<file path="src/rtl/trig_pkg.sv">
// Shared types and defaults for the trigger arbiter.
package trig_pkg;

    localparam int SRC_NUM_DEF = 4;
    localparam int CNT_W_DEF   = 32;

    localparam int SRC_SOFT  = 0;
    localparam int SRC_LINE0 = 1;
    localparam int SRC_LINE1 = 2;
    localparam int SRC_ENC0  = 3;

    typedef enum logic [1:0] {
        ST_IDLE,
        ST_DELAY,
        ST_PULSE,
        ST_HOLDOFF
    } trig_state_e;

endpackage

</file>
<file path="src/rtl/trig_edge_sync.sv">
// Two-flop synchronizer plus rising-edge detector for one trigger line.
module trig_edge_sync (
    input  logic clk,
    input  logic rst,
    input  logic din,
    output logic rise
);

    logic       s1;
    logic       s2;
    logic       prev;
    logic       armed;
    logic [1:0] fill;

    // Only arm once a real low has come through the synchronizer, so a
    // level already high at reset release never looks like an edge.
    always_ff @(posedge clk or posedge rst) begin
        if (rst) begin
            s1    <= 1'b0;
            s2    <= 1'b0;
            prev  <= 1'b0;
            armed <= 1'b0;
            fill  <= 2'b00;
        end else begin
            s1   <= din;
            s2   <= s1;
            prev <= s2;
            fill <= {fill[0], 1'b1};
            if (fill[1] && !s2) begin
                armed <= 1'b1;
            end
        end
    end

    assign rise = s2 & ~prev & armed;

endmodule

</file>
<file path="src/rtl/trig_arbiter.sv">
// Trigger arbiter: lowest-index grant, delay/pulse/holdoff sequencing.
// Optional drop counter port enabled by macro TRIG_DROP_CNT_EN.
module trig_arbiter
    import trig_pkg::*;
#(
    parameter int SRC_NUM = SRC_NUM_DEF,
    parameter int CNT_W   = CNT_W_DEF,
    localparam int ID_W   = (SRC_NUM > 1) ? $clog2(SRC_NUM) : 1
) (
    input  logic               clk,
    input  logic               rst,
    input  logic [SRC_NUM-1:0] trig_in,
    input  logic               reg_trig_arb_en,
    input  logic [SRC_NUM-1:0] reg_trig_src_en,
    input  logic [CNT_W-1:0]   reg_trig_delay,
    input  logic [CNT_W-1:0]   reg_trig_width,
    input  logic [CNT_W-1:0]   reg_trig_holdoff,
    output logic               trig_out,
    output logic [ID_W-1:0]    trig_src_id,
    output logic               trig_busy,
`ifdef TRIG_DROP_CNT_EN
    output logic [CNT_W-1:0]   trig_cnt,
    output logic [CNT_W-1:0]   trig_drop_cnt
`else
    output logic [CNT_W-1:0]   trig_cnt
`endif
);

    localparam logic [CNT_W-1:0] ONE = CNT_W'(1);

    trig_state_e        state;
    logic [SRC_NUM-1:0] rise;
    logic [SRC_NUM-1:0] req;
    logic               any_req;
    logic [ID_W-1:0]    grant_id;
    logic               arb_en_q;
    logic               en_rise;
    logic [CNT_W-1:0]   cnt;
    logic [CNT_W-1:0]   lat_width;
    logic [CNT_W-1:0]   lat_holdoff;
    logic [CNT_W-1:0]   cnt_base;

    function automatic logic [CNT_W-1:0] len_m1(input logic [CNT_W-1:0] v);
        return (v == '0) ? '0 : v - ONE;
    endfunction

    for (genvar i = 0; i < SRC_NUM; i++) begin : g_sync
        trig_edge_sync u_sync (
            .clk  (clk),
            .rst  (rst),
            .din  (trig_in[i]),
            .rise (rise[i])
        );
    end

    assign req     = rise & reg_trig_src_en;
    assign any_req = |req;
    assign en_rise = reg_trig_arb_en & ~arb_en_q;

    always_comb begin
        grant_id = '0;
        for (int i = SRC_NUM - 1; i >= 0; i--) begin
            if (req[i]) begin
                grant_id = ID_W'(i);
            end
        end
    end

    // A pulse entry in the same cycle as re-enable counts from zero.
    assign cnt_base = en_rise ? '0 : trig_cnt;

    always_ff @(posedge clk or posedge rst) begin
        if (rst) begin
            state       <= ST_IDLE;
            trig_out    <= 1'b0;
            trig_busy   <= 1'b0;
            trig_src_id <= '0;
            trig_cnt    <= '0;
            cnt         <= '0;
            lat_width   <= '0;
            lat_holdoff <= '0;
            arb_en_q    <= 1'b0;
        end else begin
            arb_en_q <= reg_trig_arb_en;
            if (!reg_trig_arb_en) begin
                state     <= ST_IDLE;
                trig_out  <= 1'b0;
                trig_busy <= 1'b0;
                cnt       <= '0;
            end else begin
                trig_cnt <= cnt_base;
                unique case (state)
                    ST_IDLE: begin
                        if (any_req) begin
                            trig_src_id <= grant_id;
                            lat_width   <= reg_trig_width;
                            lat_holdoff <= reg_trig_holdoff;
                            trig_busy   <= 1'b1;
                            if (reg_trig_delay != '0) begin
                                state <= ST_DELAY;
                                cnt   <= reg_trig_delay - ONE;
                            end else begin
                                state    <= ST_PULSE;
                                trig_out <= 1'b1;
                                cnt      <= len_m1(reg_trig_width);
                                trig_cnt <= cnt_base + ONE;
                            end
                        end
                    end
                    ST_DELAY: begin
                        if (cnt == '0) begin
                            state    <= ST_PULSE;
                            trig_out <= 1'b1;
                            cnt      <= len_m1(lat_width);
                            trig_cnt <= cnt_base + ONE;
                        end else begin
                            cnt <= cnt - ONE;
                        end
                    end
                    ST_PULSE: begin
                        if (cnt == '0) begin
                            trig_out <= 1'b0;
                            if (lat_holdoff != '0) begin
                                state <= ST_HOLDOFF;
                                cnt   <= lat_holdoff - ONE;
                            end else begin
                                state     <= ST_IDLE;
                                trig_busy <= 1'b0;
                            end
                        end else begin
                            cnt <= cnt - ONE;
                        end
                    end
                    ST_HOLDOFF: begin
                        if (cnt == '0) begin
                            state     <= ST_IDLE;
                            trig_busy <= 1'b0;
                        end else begin
                            cnt <= cnt - ONE;
                        end
                    end
                endcase
            end
        end
    end

`ifdef TRIG_DROP_CNT_EN
    logic [CNT_W-1:0] req_cnt;
    logic [CNT_W-1:0] n_drop;
    logic [CNT_W-1:0] drop_base;

    always_comb begin
        req_cnt = '0;
        for (int i = 0; i < SRC_NUM; i++) begin
            req_cnt = req_cnt + CNT_W'(req[i]);
        end
    end

    // In IDLE the granted edge is not a drop; elsewhere every edge is.
    assign n_drop    = (state == ST_IDLE) ? (any_req ? req_cnt - ONE : '0)
                                          : req_cnt;
    assign drop_base = en_rise ? '0 : trig_drop_cnt;

    always_ff @(posedge clk or posedge rst) begin
        if (rst) begin
            trig_drop_cnt <= '0;
        end else if (reg_trig_arb_en) begin
            trig_drop_cnt <= drop_base + n_drop;
        end
    end
`endif

endmodule
</file>
<file path="config.mk">
export PLATFORM = sky130hd
export DESIGN_NAME = trig_arbiter
export DESIGN_NICKNAME = d
export VERILOG_FILES = /design/src/rtl/trig_pkg.sv /design/src/rtl/trig_edge_sync.sv /design/src/rtl/trig_arbiter.sv
export SDC_FILE = /design/constraint.sdc
export NUM_CORES = 1
export LEC_CHECK = 0
export CAP_MARGIN = 20
export CORE_ASPECT_RATIO = 0.5
export CORE_MARGIN = 4
export CORE_UTILIZATION = 58
export CTS_BUF_LIST = sky130_fd_sc_hd__clkbuf_4
export CTS_CLUSTER_DIAMETER = 80
export DETAILED_ROUTE_END_ITERATION = 6
export GPL_TIMING_DRIVEN = 1
export PLACE_DENSITY = 0.83
export RECOVER_POWER = 50
export SLEW_MARGIN = 20
export SYNTH_ARGS = -nofsm -noshare
export SYNTH_HDL_FRONTEND = slang
export SYNTH_SLANG_ARGS = --single-unit
</file>
<file path="constraint.sdc">
create_clock -name clk -period 6.1 [get_ports clk]
set_input_delay 0.915 -clock clk [delete_from_list [all_inputs] [get_ports clk]]
set_output_delay 0.915 -clock clk [all_outputs]
set_load 0.01 [all_outputs]
</file>
* After elaboration in Yosys (flattened, before gate mapping) *
Cells that the tools add are included.

word-level totals
  register bits = 159
  latch bits = 0
  bits in writable memories = 0
  memory bits (read-only) = 0
  input port bits = 107
  memories = 0

operators by class
  add/subtract/negate cells = 6
  multipliers = 0
  divide/modulo/power cells = 0
  order comparisons = 0
  eq/ne operators = 13
  shifts and indexed selects = 0
  multiplexer cells = 38
  bitwise operators = 15
  reduce and logical (&&, ||, !) cells = 20

operators with widths
  cell                                                                  count
  32-bit two-way mux                                                    13
  32-bit by 1-bit subtractor with 32-bit output, second input constant  5
  32-bit case mux with 4 select lines                                   1
  32-bit logical NOT                                                    3
  32-bit case mux with 2 select lines                                   1
  32-bit nonzero test                                                   2
  32-bit by 1-bit adder with 32-bit output, second input constant       1
  2-bit two-way mux                                                     11
  3-bit != test, second input constant                                  7
  5-bit AND reduction                                                   2
  1-bit bitwise AND                                                     9
  1-bit two-way mux                                                     9
  4-bit by 1-bit != test with 1-bit output, second input constant       2
  2-bit case mux with 4 select lines                                    1
  1-bit case mux with 3 select lines                                    2
  3-bit AND reduction                                                   2
  1-bit NOT                                                             5
  4-bit bitwise AND                                                     1
  2-bit == test, second input constant                                  2
  1-bit logical AND                                                     4
  1-bit logical NOT                                                     4
  4-bit != test, second input constant                                  1
  4-bit AND reduction                                                   1
  4-bit OR reduction                                                    1
  other kinds (2)                                                       2

* Depth between registers and ports, before layout *
Gate-level depths: netlist (run 1).

  depth after elaboration = 8
  mapped depth = 12
  gate-level depth less buffers = 9

* Modules after synthesis *
A second synthesis (run 1) with hierarchy kept.

unflattened totals
  cell total of the unflattened synthesis = 1272
  area, all modules = 11149.4 um^2

modules (own cells, without submodules)
  module          instances  cells an instance  area each (um^2)  seq. area each (um^2)
  trig_arbiter    1          1224               10443.8           3378.2
  trig_edge_sync  4          12                 176.4             150.1

* Least setup slack after synthesis (run 1) *
No wires, ideal clock.

  kind = input to register
  start = input port reg_trig_arb_en
  end = register trig_cnt[30]
  library setup time = 0.132 ns
  data arrival time = 3.137 ns
  data required time = 5.968 ns
  slack = 2.831 ns
  stages on the path = 11
  buffers on the path = 2
  cell sequence = nand2b_1 -> clkbuf_1 -> clkbuf_1 -> and2_1 -> ha_1 -> and4_1 -> nor4b_1 -> and4_1 -> and3_1 -> mux2i_1 -> nor2_1

between the ends
  cells in the longest elaborated chain, start to end = 6

RTL lines
  what                                      RTL line                                  source
  from (decl)                               trig_arbiter.sv:13                        input logic reg_trig_arb_en,
  1-bit bitwise AND                         trig_arbiter.sv:58                        assign en_rise = reg_trig_arb_en & ~arb_en_q;
  32-bit two-way mux                        trig_arbiter.sv:70                        assign cnt_base = en_rise ? '0 : trig_cnt;
  32-bit by 1-bit adder with 32-bit output  trig_arbiter.sv:106, trig_arbiter.sv:115
  32-bit two-way mux                        trig_arbiter.sv:99                        if (reg_trig_delay != '0) begin
  32-bit two-way mux                        trig_arbiter.sv:94                        if (any_req) begin
  32-bit case mux with 2 select lines       trig_arbiter.sv:92                        unique case (state)
  to (signal assigned)                      trig_arbiter.sv:91                        trig_cnt <= cnt_base;
  to (signal assigned)                      trig_arbiter.sv:106                       trig_cnt <= cnt_base + ONE;
  to (signal assigned)                      trig_arbiter.sv:115                       trig_cnt <= cnt_base + ONE;
  to (decl)                                 trig_arbiter.sv:25                        output logic [CNT_W-1:0] trig_cnt

Several ways; a longest one is shown, not always the timed one.
A chain may end at the register's enable or synchronous reset.

==> results.md, run 1 <==
- 4.703 nW — leak pwr
- 10770 sq um — Cell Area, Synth
- 15200 microns — detailed-routing wirelength on met1
- 1333 — net count of the mapped netlist
- 0 — Hold Vio Cnt, Final
- 99 — pin count of the biggest net entering global routing
- g_sync[1].u_sync.s1$_DFF_PP0_ — hold path startpoint
- 6 — DR DRC count
- 0 — number of synthesis warnings
- async pin — CP endpoint kind
- primary input — startpoint type of the worst setup path
- 1.98 ns — register-to-register setup slack
- 1.069 — Routability Congestion
- yes — clock tree from TritonCTS
- 2 — Longest Clk Path Bufs
- design-rule violations, max-capacitance violations, max-slew violations — failing checks
- 143 — Boundary Pins
- 0 ns — post-route setup TNS
- 0.217 — share of power burned in the clock network
- 1.000 — ys async rst share
- 1449 — total number of nets in the final design
- 98 — biggest fanout along the worst timing path
- 0 — sum of overflow across all layers after global routing
- 1656 — DRC marker count from the first detailed-route iteration
- in -> async — kind of critical path
- 0.17 ns — clock-pin slew of the registers on the worst-case setup and hold paths
- 17780 sq um — placeable core region
- sky130_fd_sc_hd__clkbuf_4 — clock root cell
- sky130_fd_sc_hd__dfrtp_1, sky130_fd_sc_hd__xnor2_1, sky130_fd_sc_hd__mux2_2 — main area contributors after synthesis
- 1 — max-cap viol count
- 6.847 — detailed-route vias per instance
- 0.001274 W — switching pwr
- 200.7 microns — floorplan die width
- 0 — hold_buf cts
- 153 — Num Clock Sinks
- 4.341 ns — fin crit period
- 56990 microns — wire length of the first global-routing pass
- -1.477 — slew margin rel.
- 0 — Setup Buffers After CTS
- 4 — H-tree levels
- 0.316 — share of power burned in combinational logic
- no — setup repair after global routing missed its margin
- 17.21% — Area growth syn-to-layout
- 0.09658 — share of cells above drive strength 1
- 7 — Pre-Repair DR Iteration Count
- 1 — number of antenna violations at the first check in global routing
- 0.3359 ns — Worst Hold Slack
- 8.848 sq um — average cell area after synthesis
- 0.1662 mV — worst ir drop on vdd
- 0.3410 — total routing usage reported by global routing
- 0.6055 — effective utilization at floorplan
- 0 — count of nets left with antenna violations after detail routing
- 248.2 nW/um^2 — power density cells
- 0.02952 ns — Max Clock Skew
- 10011 — number of global-route vias before repair
- finished, violations left — status
- 36550 microns — routed wire length
- rst — worst setup path startpoint
- lat_width[0]$_DFFE_PP0P_ — source of the worst register-to-register timing path
- met4 — highest signal layer in the routed design
- 15330 microns — Met2 Wirelength
- 10825 — via count
- 153 — synthesis-stage register bit count
- 142 — count of input and output buffers
- 75 — Cell variety after synth
- sky130_fd_sc_hd__dfrtp_1 — flip-flop cell with the highest count after synthesis
- 20940 sq um — floorplan die area
- 23.12 microns — average routed wire per standard cell
- 5383 microns — Routed met3 length
- 0.3556 — register area share after synthesis
- 0.7098 — post-route core utilization
- lat_holdoff[5]$_DFFE_PP0P_ — termination of the worst setup path
- 0 — number of flops mapped to enable cells by yosys
- reg -> reg — Worst Hold Class
- 230.3 MHz — max frequency
- 0.7117 — share of the cycle needed by the critical path after routing
- 0.61 ns — Worst-Skew Late Latency
- 27790 microns — HPWL reported at the end of detailed placement
- 0.468 — fraction of power consumed by sequential logic
- 1217 — Mapped Cells
- 3.715 ns — Worst-Margin Slew
- 0.001859 W — design internal power
- 6.78 ns — data required time at the worst endpoint
- 0.3556 — post-synth top area share
- 5.02 ns — critical path data arrival time
- 0 — final-report setup violation count
- 9 — R2R depth
- 34 — Rows
- 104.3 microns — y dimension of the die
- 0 — CTS resizes
- 0.4068 — net switching share of the total power
- sky130_fd_sc_hd__dfrtp_1 — Yosys top cell by area
- cnt[26]$_DFFE_PP0P_ — capturing point of the worst reg2reg path
- 17 — TritonCTS Buffers
- 99 — Pins Over Slew Limit
[sequential cells by signal (all words and copies together), names as in the netlist]
signal	cells
g_sync.u_sync.s2	4
arb_en_q	1
trig_cnt	32
trig_src_id	2
trig_busy	1
g_sync.u_sync.fill	2
lat_holdoff	32
trig_out	1
g_sync.u_sync.armed	4
g_sync.u_sync.s1	4
g_sync.u_sync.prev	4
state	2
lat_width	32
cnt	32
[cell usage in the layout, fill, tap and decap left out, types with 29 or more instances in the layout]
| cell type | instances |
|---|---|
| sky130_fd_sc_hd__dfrtp_1 | 153 |
| sky130_fd_sc_hd__clkdlybuf4s50_1 | 136 |
| sky130_fd_sc_hd__nor2_1 | 102 |
| sky130_fd_sc_hd__nand2_1 | 97 |
| sky130_fd_sc_hd__xnor2_1 | 78 |
| sky130_fd_sc_hd__xor2_1 | 67 |
| sky130_fd_sc_hd__o21ai_0 | 64 |
| sky130_fd_sc_hd__mux2_2 | 60 |
| sky130_fd_sc_hd__nor3_1 | 59 |
| sky130_fd_sc_hd__a21oi_1 | 48 |
| sky130_fd_sc_hd__nand3_1 | 38 |
| sky130_fd_sc_hd__nor4_1 | 37 |
| sky130_fd_sc_hd__nand4_1 | 34 |
| sky130_fd_sc_hd__inv_1 | 29 |
[critical path, stage by stage]
cell and delay [ns]:
sky130_fd_sc_hd__dlygate4sd3_1 0.53, sky130_fd_sc_hd__inv_1 2.60, sky130_fd_sc_hd__buf_4 0.92
[power by group through the flow]
stage	registers, W	clock network (W)	logic, W
2_1_floorplan	0.00138	0	0.000658
3_3_place_gp	0.00146	0	0.000940
3_5_place_dp	0.00147	0	0.000953
4_1_cts	0.00145	0.000679	0.000960
5_1_grt	0.00149	0.000725	0.00106
6_report	0.00147	0.000678	0.000989
[logic make-up after synthesis]
| group | share of synthesized area |
|---|---|
| and+or+nand+nor | 0.2498 |
| AOI/OAI and AO/OA | 0.1635 |
| DFF | 0.3556 |
| xor gates and xnor gates | 0.1179 |
| buffers and inverters | 0.03405 |
| muxes | 0.06832 |
| adders and majority gates | 0.01046 |
| other | 0.0003483 |
[how the worst min path moves through the flow]
stage                                                    end  slack, ns  cells past startpoint
final                          g_sync[1].u_sync.s2$_DFF_PP0_       0.34                      0
after global routing           g_sync[1].u_sync.s2$_DFF_PP0_       0.36                      0
after CTS                      g_sync[1].u_sync.s2$_DFF_PP0_       0.35                      0
after detailed placement       g_sync[2].u_sync.s2$_DFF_PP0_       0.33                      0
after global placement         g_sync[0].u_sync.s2$_DFF_PP0_       0.33                      0
after floorplan           g_sync[0].u_sync.fill[1]$_DFF_PP0_       0.33                      0
[routing by layer]
layer,track usage,vias up
met3,0.1153,85
li1,-,4764
met5,0,-
met1,0.4967,5174
met2,0.4996,802
met4,0.05937,0
[cell type report]
cell class / instances / area (sq um)
flip-flops and latches: 153 / 3829
well taps: 234 / 292.8
clock buffers: 17 / 127.6
diodes: 1 / 2.502
clock inverters: 15 / 152.6
fillers: 1430 / 5161
repair buffers: 156 / 1523
inverters: 29 / 108.9
multi-input cells: 976 / 6585
[synth_stat cells (34+ instances only)]
cell,n
sky130_fd_sc_hd__nor2_1,102
sky130_fd_sc_hd__mux2_2,60
sky130_fd_sc_hd__nand2_1,97
sky130_fd_sc_hd__nor3_1,60
sky130_fd_sc_hd__xor2_1,67
sky130_fd_sc_hd__nand3_1,38
sky130_fd_sc_hd__clkbuf_1,45
sky130_fd_sc_hd__nor4_1,37
sky130_fd_sc_hd__nand4_1,34
sky130_fd_sc_hd__o21ai_0,64
sky130_fd_sc_hd__a21oi_1,48
sky130_fd_sc_hd__dfrtp_1,153
sky130_fd_sc_hd__xnor2_1,78
[stage by stage]
step / std cells / total power [W] / setup WS, ns / area (sq um)
after global routing: 1581 / 0.003272 / 1.004 / 12620
after global placement: 1548 / 0.002401 / 1.888 / 12350
after floorplan: 1217 / 0.002038 / 1.064 / 10770
after CTS: 1580 / 0.003089 / 2.204 / 12630
after detailed placement: 1548 / 0.002423 / 1.816 / 12350
final: 1581 / 0.003133 / 1.759 / 12620
No activity file was read; power rests on OpenSTA's default activity.
==> run 2, diff against run 1 <==
--- a/config.mk
+++ b/config.mk
@@ -8,12 +8,12 @@
 export CAP_MARGIN = 20
 export CORE_ASPECT_RATIO = 0.5
 export CORE_MARGIN = 4
-export CORE_UTILIZATION = 58
+export CORE_UTILIZATION = 52
 export CTS_BUF_LIST = sky130_fd_sc_hd__clkbuf_4
 export CTS_CLUSTER_DIAMETER = 80
 export DETAILED_ROUTE_END_ITERATION = 6
 export GPL_TIMING_DRIVEN = 1
-export PLACE_DENSITY = 0.83
+export PLACE_DENSITY = 0.79
 export RECOVER_POWER = 50
 export SLEW_MARGIN = 20
 export SYNTH_ARGS = -nofsm -noshare
==> constraint.sdc (replaced) <==
create_clock -name clk -period 3.56 [get_ports clk]
set_input_delay 0.534 -clock clk [delete_from_list [all_inputs] [get_ports clk]]
set_output_delay 0.534 -clock clk [all_outputs]
set_load 0.01 [all_outputs]
==> results.md, run 2 (synthesis results as in run 1) <==
- finished, violations left — status, unchanged
- 143 — Boundary Pins, unchanged
- 302.7 MHz — max frequency
- 2 — max-cap viol count, was 1
- 0 — hold_buf cts, unchanged
- 10217 — number of global-route vias before repair, was 10011
- 6 — Pre-Repair DR Iteration Count, was 7
- 23210 sq um — floorplan die area, was 20940 sq um
- 1674 — DRC marker count from the first detailed-route iteration, was 1656
- 36 — Rows, was 34
- 4 — H-tree levels, unchanged
- 0.64 ns — largest incremental delay on the critical path, was 2.60 ns
- 6585 sq um — multi-input gate area in the final layout, unchanged
- 3.304 ns — fin crit period
- 1 — number of antenna violations at the first check in global routing, unchanged
- 109.8 microns — y dimension of the die, was 104.3 microns
- yes — clock tree from TritonCTS, unchanged
- 1692 — Filler Cells Inserted, was 1430
- 6.566 — detailed-route vias per instance, was 6.847
- 3829 sq um — Storage cell area, unchanged
- 0.9280 — share of the cycle needed by the critical path after routing
- 0 ns — post-route setup TNS, unchanged
- 0 — count of nets left with antenna violations after detail routing, unchanged
- or4_1 -> nor4_2 -> and3_1 -> nand2_1 -> o21ai_0 -> nor2_1 -> o31ai_1 — list of cells traversed by the critical path, was dlygate4sd3_1 -> inv_1 -> buf_4
- 37890 microns — routed wire length, was 36550 microns
- 29050 microns — HPWL reported at the end of detailed placement, was 27790 microns
- 0.1308 — share of cells above drive strength 1, was 0.09658
- 211.5 microns — floorplan die width, was 200.7 microns
- 0.2562 ns — least setup slack across all paths after layout, was 1.759 ns
- reg -> reg — Worst Hold Class, unchanged
- 4.966 nW — leak pwr, was 4.703 nW
- 58750 microns — wire length of the first global-routing pass, was 56990 microns
- 1502 — total number of nets in the final design, was 1449
- max-capacitance violations, max-slew violations — failing checks, was design-rule violations, max-capacitance violations, max-slew violations
- 0.2713 mV — worst ir drop on vdd, was 0.1662 mV
- 0 — CTS resizes, unchanged
- -0.1144 — slew margin rel., was -1.477
- 0 — final-report setup violation count, unchanged
- 12830 sq um — instance area after placement, was 12350 sq um
- 22.74 microns — average routed wire per standard cell, was 23.12 microns
- 129 — Pins Over Slew Limit, was 99
- 1.672 ns — Worst-Margin Slew, was 3.715 ns
- 12 — biggest fanout along the worst timing path, was 98
- 13070 sq um — Final Cell Area, was 12620 sq um
- 0 — sum of overflow across all layers after global routing, unchanged
- 142 — count of input and output buffers, unchanged
- 19910 sq um — placeable core region, was 17780 sq um
- 0.62 ns — Worst-Skew Late Latency, was 0.61 ns
- flip-flop — CP endpoint kind, was async pin
- 410.8 nW/um^2 — power density cells, was 248.2 nW/um^2
- sky130_fd_sc_hd__or4_1 — master of the slowest instance on the critical path, was sky130_fd_sc_hd__inv_1
- 17 — TritonCTS Buffers, unchanged
- reg -> reg — kind of critical path, was in -> async
- flip-flop — startpoint type of the worst setup path, was primary input
- sky130_fd_sc_hd__dfrtp_1 — leading cell type in the layout, fill and taps excluded, unchanged
- 0 — DR DRC count, was 6
- 0.02845 ns — Max Clock Skew, was 0.02952 ns
- 0.17 ns — clock-pin slew of the registers on the worst-case setup and hold paths, about the same
- 153 — Num Clock Sinks, unchanged
- 10939 — via count, was 10825
- 0.3265 — total routing usage reported by global routing, was 0.3410
- 0 — Hold Vio Cnt, Final, unchanged
- sky130_fd_sc_hd__clkbuf_4 — clock root cell, unchanged
- 3.84 ns — critical path data arrival time, was 5.02 ns
- 21.37% — Area growth syn-to-layout, was 17.21%
- 0.5408 — effective utilization at floorplan, was 0.6055
- 1.124 — Routability Congestion, was 1.069
- 0 — Setup Buffers After CTS, unchanged
- no — setup repair after global routing missed its margin, unchanged
- 0.1568 ns — Setup Slack @ Placement, was 1.816 ns
- 69 — pin count of the biggest net entering global routing, was 99
- sky130_fd_sc_hd__dfrtp_1, sky130_fd_sc_hd__clkdlybuf4s50_1, sky130_fd_sc_hd__nor2_1 — most frequent cells in the layout, unchanged
- 2 — Longest Clk Path Bufs, unchanged
- 4.10 ns — data required time at the worst endpoint, was 6.78 ns
-- run 2: critical path, delay by kind of cell (launching register included) --
kind | cells | cell delay [ns]
AND/OR/NAND/NOR | 5 | 2.08
AO/OA/AOI/OAI | 2 | 0.60
flip-flops | 1 | 0.53
-- run 2: final cells by class --
type	instances	share of cell area
clock buffer	17	0.009765
tap	266	0.02547
antenna	1	0.0001915
multi-input combinational	976	0.5039
clock inverter	15	0.01082
timing repair buffer	209	0.1485
inverter	29	0.008425
sequential	153	0.2930
-- run 2: layer usage --
metal / global-route usage / part of all wire
met1: 0.4809 / 0.43
met2: 0.4864 / 0.42
met3: 0.08438 / 0.12
met4: 0.06844 / 0.018
met5: 0 / 0
-- run 2: worst paths after layout --
kind | start | endpoint | slack (ns) | cells past startpoint
max in group asynchronous | rst | lat_width[6]$_DFFE_PP0P_ | 0.65 | 3
worst max-delay path | cnt[25]$_DFFE_PP0P_ | cnt[25]$_DFFE_PP0P_ | 0.26 | 7
worst min register to register | g_sync[2].u_sync.s1$_DFF_PP0_ | g_sync[2].u_sync.s2$_DFF_PP0_ | 0.37 | 0
min in group asynchronous | rst | trig_cnt[2]$_DFFE_PP0P_ | 0.69 | 2
worst max register to register | cnt[25]$_DFFE_PP0P_ | cnt[25]$_DFFE_PP0P_ | 0.26 | 7
worst min-delay path | g_sync[2].u_sync.s1$_DFF_PP0_ | g_sync[2].u_sync.s2$_DFF_PP0_ | 0.37 | 0
-- run 2: where the power goes --
| group | switching (W) | total (W) | internal [W] |
|---|---|---|---|
| combinational | 0.000954 | 0.00176 | 0.000809 |
| clock | 0.000758 | 0.00112 | 0.000361 |
| sequential | 0.000447 | 0.00249 | 0.00204 |
-- run 2: through the flow --
step / utilization / instances / hold slack [ns] / power (W)
global placement: 0.6446 / 1633 / 0.3323 / 0.004160
detailed placement: 0.6446 / 1633 / 0.3347 / 0.004214
CTS: 0.6581 / 1665 / 0.3084 / 0.005322
finish: 0.6564 / 1666 / 0.3659 / 0.005368
global route: 0.6564 / 1666 / 0.3744 / 0.005619
floorplan: - / 1217 / 0.3312 / 0.003493
==> run 3, diff against run 2 <==
--- a/config.mk
+++ b/config.mk
@@ -8,10 +8,11 @@
 export CAP_MARGIN = 20
 export CORE_ASPECT_RATIO = 0.5
 export CORE_MARGIN = 4
-export CORE_UTILIZATION = 52
+export CORE_UTILIZATION = 60
 export CTS_BUF_LIST = sky130_fd_sc_hd__clkbuf_4
 export CTS_CLUSTER_DIAMETER = 80
 export DETAILED_ROUTE_END_ITERATION = 6
+export DONT_BUFFER_PORTS = 1
 export GPL_TIMING_DRIVEN = 1
 export PLACE_DENSITY = 0.79
 export RECOVER_POWER = 50
==> results.md, run 3 (synthesis results as in run 1) <==
- no — setup repair after global routing missed its margin, unchanged
- flip-flop — startpoint type of the worst setup path, unchanged
- 4.349 nW — leak pwr, was 4.966 nW
- 0 — max-cap viol count, was 2
- 17480 sq um — placeable core region, was 19910 sq um
- 27070 microns — HPWL reported at the end of detailed placement, was 29050 microns
- in -> reg — Worst Hold Class, was reg -> reg
- or4_1 -> nor4_2 -> nand3_1 -> buf_4 -> o21ai_0 -> a221o_1 -> a32o_1 — list of cells traversed by the critical path, was or4_1 -> nor4_2 -> and3_1 -> nand2_1 -> o21ai_0 -> nor2_1 -> o31ai_1
- 0.4877 — global-route track usage on met1, was 0.4809
- 1.323 ns — Worst-Margin Slew, was 1.672 ns
- 0.1290 — share of cells above drive strength 1, was 0.1308
- 153 — Num Clock Sinks, unchanged
- 0.2712 ns — least setup slack across all paths after layout, was 0.2562 ns
- sky130_fd_sc_hd__dfrtp_1 — leading cell type in the layout, fill and taps excluded, unchanged
- 0.67 ns — largest incremental delay on the critical path, was 0.64 ns
- met2 — global routing's busiest layer, unchanged
- 0 — Hold Vio Cnt, Final, unchanged
- 0.6159 — effective utilization at floorplan, was 0.5408
- simple AND/OR/NAND/NOR gates — family with the most delay on the worst path, unchanged
- 1.074 — Routability Congestion, was 1.124
- 1345 — total number of nets in the final design, was 1502
- 9703 — number of global-route vias before repair, was 10217
- 0.005167 W — sum of internal, switching and leakage power, was 0.005368 W
- 0 — count of input and output buffers, was 142
- 5 — hold_buf cts, was 0
- 10 — biggest fanout along the worst timing path, was 12
- 35830 microns — routed wire length, was 37890 microns
- 4 — H-tree levels, unchanged
- 304.1 MHz — max frequency, was 302.7 MHz
- 0.1580 — met3 Use GR, was 0.08438
- 5 — Pre-Repair DR Iteration Count, was 6
- 0 — Setup Buffers After CTS, unchanged
- 4.08 ns — data required time at the worst endpoint, was 4.10 ns
- 6.937 — detailed-route vias per instance, was 6.566
- 0.16 ns — clock-pin slew of the registers on the worst-case setup and hold paths, was 0.17 ns
- completed — status, was finished, violations left
- 34 — Rows, was 36
- 7.076% — Area growth syn-to-layout, was 21.37%
- sky130_fd_sc_hd__clkbuf_4 — clock root cell, unchanged
- 0.1181 — slew margin rel., was -0.1144
- 197.5 microns — floorplan die width, was 211.5 microns
- sky130_fd_sc_hd__or4_1 — master of the slowest instance on the critical path, unchanged
- 448.1 nW/um^2 — power density cells, was 410.8 nW/um^2
- 1 — number of buffer and inverter instances along the worst setup path, was 0
- reg -> reg — kind of critical path, unchanged
- 50 — pin count of the biggest net entering global routing, was 69
- 102.7 microns — y dimension of the die, was 109.8 microns
- 3.81 ns — critical path data arrival time, was 3.84 ns
- 0.2644 mV — worst ir drop on vdd, was 0.2713 mV
- 0.5130 — global-route met2 utilization, was 0.4864
- 55300 microns — wire length of the first global-routing pass, was 58750 microns
- flip-flop — CP endpoint kind, unchanged
- 20280 sq um — floorplan die area, was 23210 sq um
- 0.4507 ns — Setup Slack @ Placement, was 0.1568 ns
- 0.57 ns — Worst-Skew Late Latency, was 0.62 ns
- 2 — Longest Clk Path Bufs, unchanged
- 3.289 ns — fin crit period, was 3.304 ns
- yes — clock tree from TritonCTS, unchanged
- 0 — CTS resizes, unchanged
- 0 — final-report setup violation count, unchanged
- sky130_fd_sc_hd__dfrtp_1, sky130_fd_sc_hd__nor2_1, sky130_fd_sc_hd__nand2_1 — most frequent cells in the layout, was sky130_fd_sc_hd__dfrtp_1, sky130_fd_sc_hd__clkdlybuf4s50_1, sky130_fd_sc_hd__nor2_1
- 0 — sum of overflow across all layers after global routing, unchanged
- 3 — number of antenna violations at the first check in global routing, was 1
- 0 — count of nets left with antenna violations after detail routing, unchanged
- 24.22 microns — average routed wire per standard cell, was 22.74 microns
- 10260 — via count, was 10939
- 17 — TritonCTS Buffers, unchanged
- 0.3511 — total routing usage reported by global routing, was 0.3265
- 1363 — DRC marker count from the first detailed-route iteration, was 1674
- 0 ns — post-route setup TNS, unchanged
- 0.9238 — share of the cycle needed by the critical path after routing, was 0.9280
- 143 — Boundary Pins, unchanged
- 0 — DR DRC count, unchanged
- 0.02631 ns — Max Clock Skew, was 0.02845 ns
- 0 — Pins Over Slew Limit, was 129
run 3: worst paths after layout:
kind / from / end / slack (ns) / depth (start not counted)
max: cnt[23]$_DFFE_PP0P_ / cnt[18]$_DFFE_PP0P_ / 0.27 / 7
min: reg_trig_holdoff[1] / lat_holdoff[1]$_DFFE_PP0P_ / 0.06 / 2
max reg2reg: cnt[23]$_DFFE_PP0P_ / cnt[18]$_DFFE_PP0P_ / 0.27 / 7
min reg2reg: g_sync[2].u_sync.s1$_DFF_PP0_ / g_sync[2].u_sync.s2$_DFF_PP0_ / 0.36 / 0
max in group asynchronous: rst / lat_width[27]$_DFFE_PP0P_ / 0.86 / 4
min in group asynchronous: rst / g_sync[0].u_sync.s2$_DFF_PP0_ / 0.64 / 2
run 3: routing by layer:
| metal | share of wire | wire length, microns |
|---|---|---|
| met3 | 0.15 | 5477 |
| met4 | 0.018 | 662 |
| met2 | 0.41 | 14770 |
| met5 | 0.00031 | 11 |
| met1 | 0.42 | 14910 |
run 3: layout make-up:
| cell class | instances | area, sq um |
|---|---|---|
| sequential | 153 | 3829 |
| inverter | 29 | 110.1 |
| clock inverter | 13 | 146.4 |
| tap | 234 | 292.8 |
| timing repair buffer | 52 | 426.7 |
| fill | 1452 | 5954 |
| clock buffer | 17 | 127.6 |
| antenna | 5 | 12.51 |
| multi-input combinational | 976 | 6585 |
run 3: through the flow:
stage	area, sq um	util	cells	hold WS [ns]
after floorplan	10770	-	1217	0.3312
after global routing	11520	0.6589	1475	0.01402
after global placement	11180	0.6395	1437	0.3322
after CTS	11510	0.6581	1472	0.02985
after detailed placement	11180	0.6395	1437	0.3404
final	11530	0.6594	1479	0.06326
run 3: worst register-to-register path: cells and delay by family (launching register included):
family                 cells  cell delay, ns
buffers and inverters      1            0.32
AND/OR/NAND/NOR            3            1.54
AO/OA/AOI/OAI              3            0.90
flip-flops                 1            0.47
run 3: power by group:
group          internal [W]  total, W  leakage (nW)  switching (W)
Sequential          0.00204   0.00252          1.91       0.000485
Combinational      0.000682   0.00152          2.30       0.000835
Clock              0.000418   0.00113         0.140       0.000707
Total               0.00314   0.00517          4.35        0.00203
